==> src/rtl/matrix_pkg.sv <==
// Opcodes, instruction field layout and sequencer states shared by the matrix sequencer.
package matrix_pkg;
  localparam logic [3:0] OP_NOP   = 4'd0;
  localparam logic [3:0] OP_LOAD  = 4'd6;
  localparam logic [3:0] OP_STORE = 4'd7;

  localparam int OPC_LSB  = 0;
  localparam int OPC_W    = 4;
  localparam int ADDR_LSB = 4;
  localparam int VAL_LSB  = 16;

  typedef enum logic [2:0] {
    IDLE, DECODE, LOAD_OPS, ALU_RUN, DUMP, MEM_OP, DONE
  } state_t;

  function automatic int ceil_div(input int a, input int b);
    return (a + b - 1) / b;
  endfunction
endpackage

==> src/rtl/matrix_sequencer_mem_xfer_ctrl.sv <==
// Memory handshake, word counter and stall watchdog. Start held until mem_done, then one idle gap cycle;
// stalls on mem_start/alu_start are counted and flagged at TIMEOUT (0 disables).
module mem_xfer_ctrl #(
  parameter int WORDS   = 13,
  parameter int TIMEOUT = 1023,
  localparam int WORD_W = (WORDS > 1) ? $clog2(WORDS) : 1,
  localparam int WD_W   = (TIMEOUT > 1) ? $clog2(TIMEOUT + 1) : 1
) (
  input  logic              clock,
  input  logic              reset,
  input  logic              active,
  input  logic              mem_done,
  input  logic              alu_wait,
  output logic              mem_start,
  output logic [WORD_W-1:0] word,
  output logic              xfer_step,
  output logic              xfer_last,
  output logic              timeout
);
  logic            gap;
  logic            last_q;
  logic            stall;
  logic            word_end;
  logic [WD_W-1:0] wd_cnt;

  assign mem_start = active && !gap;
  assign stall     = (mem_start && !mem_done) || alu_wait;
  assign word_end  = (word == WORD_W'(WORDS - 1));
  assign xfer_step = gap;
  assign xfer_last = gap && last_q;
  assign timeout   = (TIMEOUT != 0) && stall && (wd_cnt == WD_W'(TIMEOUT - 1));

  always_ff @(posedge clock) begin
    if (reset) begin
      gap    <= 1'b0;
      last_q <= 1'b0;
      word   <= '0;
      wd_cnt <= '0;
    end else begin
      wd_cnt <= stall ? wd_cnt + 1'b1 : '0;
      if (!active) begin
        gap    <= 1'b0;
        last_q <= 1'b0;
        word   <= '0;
      end else if (mem_start && mem_done) begin
        // the gap cycle already presents the next word so the FSM can act on xfer_last
        gap    <= 1'b1;
        last_q <= word_end;
        word   <= word_end ? '0 : word + 1'b1;
      end else begin
        gap <= 1'b0;
      end
    end
  end
endmodule

==> src/rtl/matrix_sequencer.sv <==
// Instruction sequencer: single LOAD/STORE transfers, or operand streaming, ALU run and result dump.
// One instruction in flight; instr_ready only in IDLE; memory/ALU stalls bounded by the watchdog.
module matrix_sequencer
  import matrix_pkg::*;
#(
  parameter int ADDR_W         = 8,
  parameter int DATA_W         = 16,
  parameter int MAT_ELEMS      = 25,
  parameter int ELEMS_PER_WORD = 2,
  parameter int NUM_OPERANDS   = 2,
  parameter int BUF_STRIDE     = 13,
  parameter int TIMEOUT        = 1023
) (
  input  logic                              clock,
  input  logic                              reset,
  input  logic                              instr_valid,
  input  logic [31:0]                       instruction,
  output logic                              instr_ready,
  output logic [3:0]                        op_code,
  output logic                              alu_start,
  input  logic                              alu_done,
  output logic                              alu_dumping,
  output logic                              mem_start,
  output logic                              mem_write_enabled,
  output logic [ADDR_W-1:0]                 mem_address,
  output logic [DATA_W-1:0]                 mem_data_in,
  input  logic                              mem_done,
  output logic [$clog2(NUM_OPERANDS+1)-1:0] buffer_id,
  output logic [$clog2(MAT_ELEMS)-1:0]      buffer_index,
  output logic                              busy,
  output logic                              done,
  output logic                              error
);
  localparam int WORDS  = ceil_div(MAT_ELEMS, ELEMS_PER_WORD);
  localparam int WORD_W = (WORDS > 1) ? $clog2(WORDS) : 1;
  localparam int BID_W  = $clog2(NUM_OPERANDS + 1);
  localparam int IDX_W  = $clog2(MAT_ELEMS);

  state_t              state, state_nxt;
  logic [ADDR_W-1:0]   addr_q;
  logic [ADDR_W-1:0]   buf_addr;
  logic [WORD_W-1:0]   word;
  logic [3:0]          instr_op;
  logic                accept, last_buf, alu_gap, alu_wait, xfer_active;
  logic                xfer_step, xfer_last, timeout;
  logic                instr_unused;

  assign instr_op     = instruction[OPC_LSB +: OPC_W];
  assign instr_unused = ^instruction;
  assign accept       = (state == IDLE) && instr_valid && (instr_op != OP_NOP);
  assign last_buf     = (buffer_id == BID_W'(NUM_OPERANDS - 1));
  assign buf_addr     = ADDR_W'(int'(buffer_id) * BUF_STRIDE + int'(word));
  assign buffer_index = IDX_W'(int'(word) * ELEMS_PER_WORD);
  assign xfer_active  = (state == MEM_OP) || (state == LOAD_OPS) || (state == DUMP);
  assign alu_start    = (state == ALU_RUN) && !alu_gap;
  assign alu_wait     = alu_start && !alu_done;

  mem_xfer_ctrl #(.WORDS(WORDS), .TIMEOUT(TIMEOUT)) u_xfer (
    .clock     (clock),
    .reset     (reset),
    .active    (xfer_active),
    .mem_done  (mem_done),
    .alu_wait  (alu_wait),
    .mem_start (mem_start),
    .word      (word),
    .xfer_step (xfer_step),
    .xfer_last (xfer_last),
    .timeout   (timeout)
  );

  always_ff @(posedge clock) begin
    if (reset) begin
      state       <= IDLE;
      op_code     <= '0;
      addr_q      <= '0;
      mem_data_in <= '0;
      buffer_id   <= '0;
      alu_gap     <= 1'b0;
      error       <= 1'b0;
    end else begin
      state   <= state_nxt;
      alu_gap <= alu_start && alu_done;
      if (accept) begin
        op_code     <= instr_op;
        addr_q      <= instruction[ADDR_LSB +: ADDR_W];
        mem_data_in <= instruction[VAL_LSB +: DATA_W];
        error       <= 1'b0;
      end
      case (state)
        DECODE:   buffer_id <= '0;
        LOAD_OPS: if (xfer_last && !last_buf) buffer_id <= buffer_id + 1'b1;
        ALU_RUN:  if (alu_gap) buffer_id <= BID_W'(NUM_OPERANDS);
        DONE:     buffer_id <= '0;
        default:  ;
      endcase
      if (timeout) begin
        error     <= 1'b1;
        buffer_id <= '0;
      end
    end
  end

  always_comb begin
    state_nxt         = state;
    instr_ready       = 1'b0;
    busy              = 1'b1;
    done              = 1'b0;
    alu_dumping       = 1'b0;
    mem_write_enabled = 1'b0;
    mem_address       = '0;
    case (state)
      IDLE: begin
        instr_ready = 1'b1;
        busy        = 1'b0;
        if (accept) state_nxt = DECODE;
      end
      DECODE: state_nxt = (op_code == OP_LOAD || op_code == OP_STORE) ? MEM_OP : LOAD_OPS;
      MEM_OP: begin
        mem_address       = addr_q;
        mem_write_enabled = (op_code == OP_STORE);
        if (xfer_step) state_nxt = DONE;
      end
      LOAD_OPS: begin
        mem_address = buf_addr;
        if (xfer_last && last_buf) state_nxt = ALU_RUN;
      end
      ALU_RUN: if (alu_gap) state_nxt = DUMP;
      DUMP: begin
        alu_dumping       = 1'b1;
        mem_write_enabled = 1'b1;
        mem_address       = buf_addr;
        if (xfer_last) state_nxt = DONE;
      end
      DONE: begin
        done      = 1'b1;
        state_nxt = IDLE;
      end
      default: state_nxt = IDLE;
    endcase
    // an ALU completion in the same cycle keeps the stall count from expiring
    if (timeout) state_nxt = IDLE;
  end
endmodule
==> config.mk <==
export PLATFORM = sky130hd
export DESIGN_NAME = matrix_sequencer
export DESIGN_NICKNAME = d
export VERILOG_FILES = /design/src/rtl/matrix_pkg.sv /design/src/rtl/matrix_sequencer_mem_xfer_ctrl.sv /design/src/rtl/matrix_sequencer.sv
export SDC_FILE = /design/constraint.sdc
export NUM_CORES = 1
export LEC_CHECK = 0
export ABC_AREA = 1
export CAP_MARGIN = 10
export CORE_MARGIN = 2
export CORE_UTILIZATION = 40
export DETAILED_ROUTE_END_ITERATION = 8
export GPL_TIMING_DRIVEN = 0
export PLACE_DENSITY = 0.75
export SETUP_SLACK_MARGIN = 0.05
export SLEW_MARGIN = 0
export SYNTH_ARGS = -nofsm -noshare
export SYNTH_HDL_FRONTEND = slang
export SYNTH_SLANG_ARGS = --single-unit
==> constraint.sdc <==
create_clock -name clock -period 1.95 [get_ports clock]
set_clock_uncertainty 0.1 [all_clocks]
set_input_delay 0.195 -clock clock [delete_from_list [all_inputs] [get_ports clock]]
set_output_delay 0.195 -clock clock [all_outputs]
set_load 0.05 [all_outputs]
Yosys cells after proc, flatten, opt, wreduce, memory -nomap -nowiden
Cells that the tools add are included.

Flip-flop bits (word level): 51. Latch bits: 0. RAM bits: 0. Memory bits (read-only): 0. Input port bits: 37. Output and inout port bits: 43. Word-level logic and storage cells: 87. Memories kept: 0.

Add/subtract/negate cells: 4. Multipliers: 1. Div/mod/pow operators: 0. Order comparisons: 0. Eq/ne operators: 17. Shift operators: 0. Multiplexer cells: 20. Bitwise gates (word level): 2. Reductions and logical operators: 32.

Operators with widths (number): 2-to-1 mux 3 bit (6); one-hot mux 3 bit (6 select lines) (1); one-hot mux 8 bit (2 select lines) (1); logical AND 1 bit (12); adder 10 x 1 -> 10 bit (second input constant) (1); == test 10 bit (second input constant) (1); OR reduction 2 bit (5); == test 3 bit (second input constant) (3); == test 4 x 3 -> 1 bit (second input constant) (2); adder 6 x 4 -> 7 bit (1); 2-to-1 mux 1 bit (7); == test 3 x 2 -> 1 bit (second input constant) (2); multiplier 2 x 4 -> 6 bit (second input constant) (1); inequality test 2 x 1 -> 1 bit (second input constant) (3); inequality test 2 bit (second input constant) (3); one-hot mux 2 bit (3 select lines) (1); logical NOT 1 bit (5); AND reduction 5 bit (1); adder 4 x 1 -> 4 bit (second input constant) (1); == test 4 bit (second input constant) (1); logical OR 1 bit (4); 2-to-1 mux 2 bit (2); 2-to-1 mux 4 bit (1); nonzero test 4 bit (1); 9 further kinds (10).

Logic depth before layout (Yosys ltp)
Depth after elaboration: 8. Depth in mapped cells: 10. Depth with buffers taken out: 10.

By module
From an unflattened synthesis, not the netlist that was laid out.

Cell total of the unflattened synthesis: 362. Area, all modules: 2642.5 µm².

By module, submodules not included: matrix_sequencer (times used 1, cells an instance 253, area each 1853.0 µm², seq. area each 700.7 µm²); mem_xfer_ctrl (times used 1, cells an instance 109, area each 789.5 µm², seq. area each 320.3 µm²).

Worst setup path after synthesis
No wires, ideal clock.

Path type: register -> output. From: register buffer_id[0]. To: output port mem_address[4]. Arrival time: 3.173 ns. Data required time: 1.655 ns. Path slack: -1.518 ns. Stages on the path, launching flop included: 10. Path buffers: 0. Cell sequence: dfxtp_1 inv_1 fa_1 inv_1 ha_1 nand2_1 nand2_1 a31oi_1 nor2_1 o21ai_0.

Word-level cells in the longest chain between the ends: 3.

Ends and longest elaborated chain: from (decl) (line matrix_sequencer.sv:28) `output logic [$clog2(NUM_OPERANDS+1)-1:0] buffer_id,`; from (signal assigned) (line matrix_sequencer.sv:91) `LOAD_OPS: if (xfer_last && !last_buf) buffer_id <= buffer_id + 1'b1;`; from (signal assigned) (line matrix_sequencer.sv:92) `ALU_RUN: if (alu_gap) buffer_id <= BID_W'(NUM_OPERANDS);`; multiplier 2 x 4 -> 6 bit (line matrix_sequencer.sv:52) `assign buf_addr = ADDR_W'(int'(buffer_id) * BUF_STRIDE + int'(word));`; adder 6 x 4 -> 7 bit (line matrix_sequencer.sv:52); one-hot mux 8 bit (2 select lines) (line matrix_sequencer.sv:111) `case (state)`; to (decl) (line matrix_sequencer.sv:25) `output logic [ADDR_W-1:0] mem_address,`.

No other way between the ends.

Final worst setup path
From: register buffer_id[1]. To: output port mem_address[4].

The elaborated chain is that of the path after synthesis.

==> results.md <==
* Main synth FF type: dfxtp_1
* CTS max path bufs at 2
* Post-Route Utilization at 59.96%
* Tmin final at 2.550 ns
* Max Cap Viol at 0
* # DRC at 0
* Area occupied by multi-input gates at 1449 um^2
* Num CTS Buffers at 5
* Syn nets at just under 400
* Final hold slack at 0.3329 ns
* Routability cong. at 0.9164
* Fmax at slightly below 0.4 GHz
* Critical path class: reg -> out
* Seq/Total Area, Yosys at 40.02%
* Post-DRT Antenna Nets at 0
* 1st-pass router iterations at 4
* Syn Std Cell Area at 2551 um^2
* YS warnings at 0
* CTS Hold Bufs at 0
* Total GRT Usage at 17.99%
* CP Buf/Inv Count at 3
* Clk root buf: clkbuf_8
* Detailed Place HPWL at 4662 um
* PwrDens at about 1200 nW/um^2
* # diodes at 0
* Via count at 2547
* Synth Register Bits at 51
* Least-Margin Pin Slew at slightly above 0.5 ns
* Dpl cell area at 3456 um^2
* Final hold violations at 0
* Top post-synthesis cells by area: dfxtp_1 (40%), nor2_1 (11%), o21ai_0 (7.5%)
* Crit start category: flip-flop
* Share of cells above drive strength 1 at 20.92%
* Die area at 7033 um^2
* Clock Latency Late Sink at 0.31 ns
* Critical-path cell list: inv_2 > fa_1 > inv_2 > ha_4 > nand2_1 > nand2_1 > a31oi_2 > nor2_1 > o21ai_4 > buf_6
* Crit path max-delay cell type: fa_1
* Clock transition at path regs at 0.10 ns
* GRT overflow at 0
* Yosys top cell by area: dfxtp_1
* Design area at 3742 um^2
* Pin count of the biggest net entering global routing at 17
* Cell family with most CP delay: adder cells
* Port Buf Inserts at 74
* Unrepaired setup endpoints after global routing: yes
* Die Y at 83.86 um
* CTS tree: built
* H-tree level count at 2
* Yosys top cell area share at about two fifths
* Synth Area per Inst at 7.460 um^2
* Antenna violations before repair at 0
* Setup ws final at -0.5996 ns
* Top-Level Pins at 80
* WL final at 6571 um
* Vias in the first global route at 2389
* Failing checks: setup timing
* Setup TNS at -1.947 ns
* Dpl ws at -0.8710 ns
* Reg area at 1042 um^2
* Fill count at around 570
* Starting Density at around 41%
* Worst IR Drop VDD at 700.0 uV
* Via density at 4.975
* CP endpoint kind: output pin
* Hold Crit Class: in -> reg
* Worst Path Max Fanout at 4
* Status: finished with violations
* Leak at 0.001626 uW
* Row cnt at 29
* # nets final at roughly 490
* Area Growth Syn to Fin at 46.69%
* Max transition margin at 65.66%
* Wire per inst at ~13 um
* Initial DRC count at 89
* Crit path largest cell delay at 0.52 ns
* Total core area at 6241 um^2
* Top cells by count, synth: nor2_1 (76), dfxtp_1 (51), nand2_1 (48), o21ai_0 (38), inv_1 (30)
* Sink Count at between 50 and 60
* CP Data Arrival Time at 2.25 ns
* Worst reg2reg setup slack at 0.37 ns
* Final count of pins violating max slew at 0
* Cells after Synth at ~340
* Asr flop ratio synth at 0%
* Netlist cell types at 37
* CP Data Required Time at 1.65 ns
* Die width at 83.86 um
* Final period utilization at 130.8%
* Cell with the most instances after synthesis: nor2_1
* First-pass GRT wire length at 10470 um
* Final setup vio count at 4
* Number of synthesized flops with an enable pin at 0
[path summary, 6_finish.rpt]
check | startpoint | to | depth (start not counted)
min | alu_done | alu_gap$_SDFF_PP0_ | 3
max | buffer_id[1]$_SDFFE_PP0P_ | mem_address[4] | 10
min reg2reg | addr_q[6]$_SDFFE_PP0P_ | addr_q[6]$_SDFFE_PP0P_ | 2
max reg2reg | state[0]$_SDFFE_PP0P_ | mem_data_in[5]$_SDFFE_PP0P_ | 8
[per-layer routing]
layer	wire (um)	track usage, %
met1	2773	21.31
met2	3198	31.05
met3	447	5.045
met4	152	6.452
met5	0	0
[area by class of cell]
| cell class | instances | area share [%] |
|---|---|---|
| multi-input combinational | 246 | 38.72 |
| clock buffer | 6 | 1.939 |
| clock inverter | 2 | 0.4012 |
| timing repair buffer | 85 | 22.67 |
| tap | 77 | 2.574 |
| sequential | 51 | 27.85 |
| inverter | 34 | 3.611 |
| buffer | 11 | 2.240 |
[state kept, by name (all words and copies together) (netlist names)]
signal,flops
state,3
u_xfer.word,4
u_xfer.xfer_step,1
mem_data_in,16
buffer_id,2
op_code,4
u_xfer.wd_cnt,10
alu_gap,1
error,1
addr_q,8
u_xfer.last_q,1
[placed cells by master, fill, tap and decap left out, drive strengths merged, types with 4 or more instances in the layout]
master / Yosys / layout
nand3: 15 / 15
clkbuf: 2 / 8
o21ai: 40 / 40
clkdlybuf4s50: 0 / 56
ha: 12 / 12
or2: 4 / 4
buf: 9 / 30
a21oi: 14 / 14
inv: 34 / 36
nor2: 80 / 80
dfxtp: 51 / 51
nand2: 55 / 55
[power breakdown]
part | internal [uW] | switching [uW]
Clock | 260 | 384
Combinational | 847 | 1560
Sequential | 1260 | 140
[kinds of logic (layout without fill, tap and decap cells)]
family          after synthesis  in the layout  share of synthesized area, %
buf+inv                      45            138                         7.847
fa+ha+maj                    14             14                         7.455
flops                        51             51                         40.02
compound gates               62             62                         13.39
other cells                   1              1                        0.1470
xor+xnor                      5              5                         1.717
simple gates                164            164                         29.43
[metrics by stage]
stage / cells / total power [uW]
6_report: 512 / 4446
5_1_grt: 512 / 4696
4_1_cts: 506 / 4312
3_5_place_dp: 493 / 3651
3_3_place_gp: 493 / 3622
2_1_floorplan: 342 / 2988
[timing repair]
action / CTS / global route
pin swaps: 5 / 8
gates resized for setup: 82 / 20
cloned: 0 / 1
setup endpoints to repair: 15 / 16
buffers inserted: 5 / 5
[worst min-delay path, stage by stage]
cell	delay, ns
clkdlybuf4s50_1	0.40
inv_1	0.06
nor3_1	0.05
Note: power is estimated with default switching activity, not from simulation.
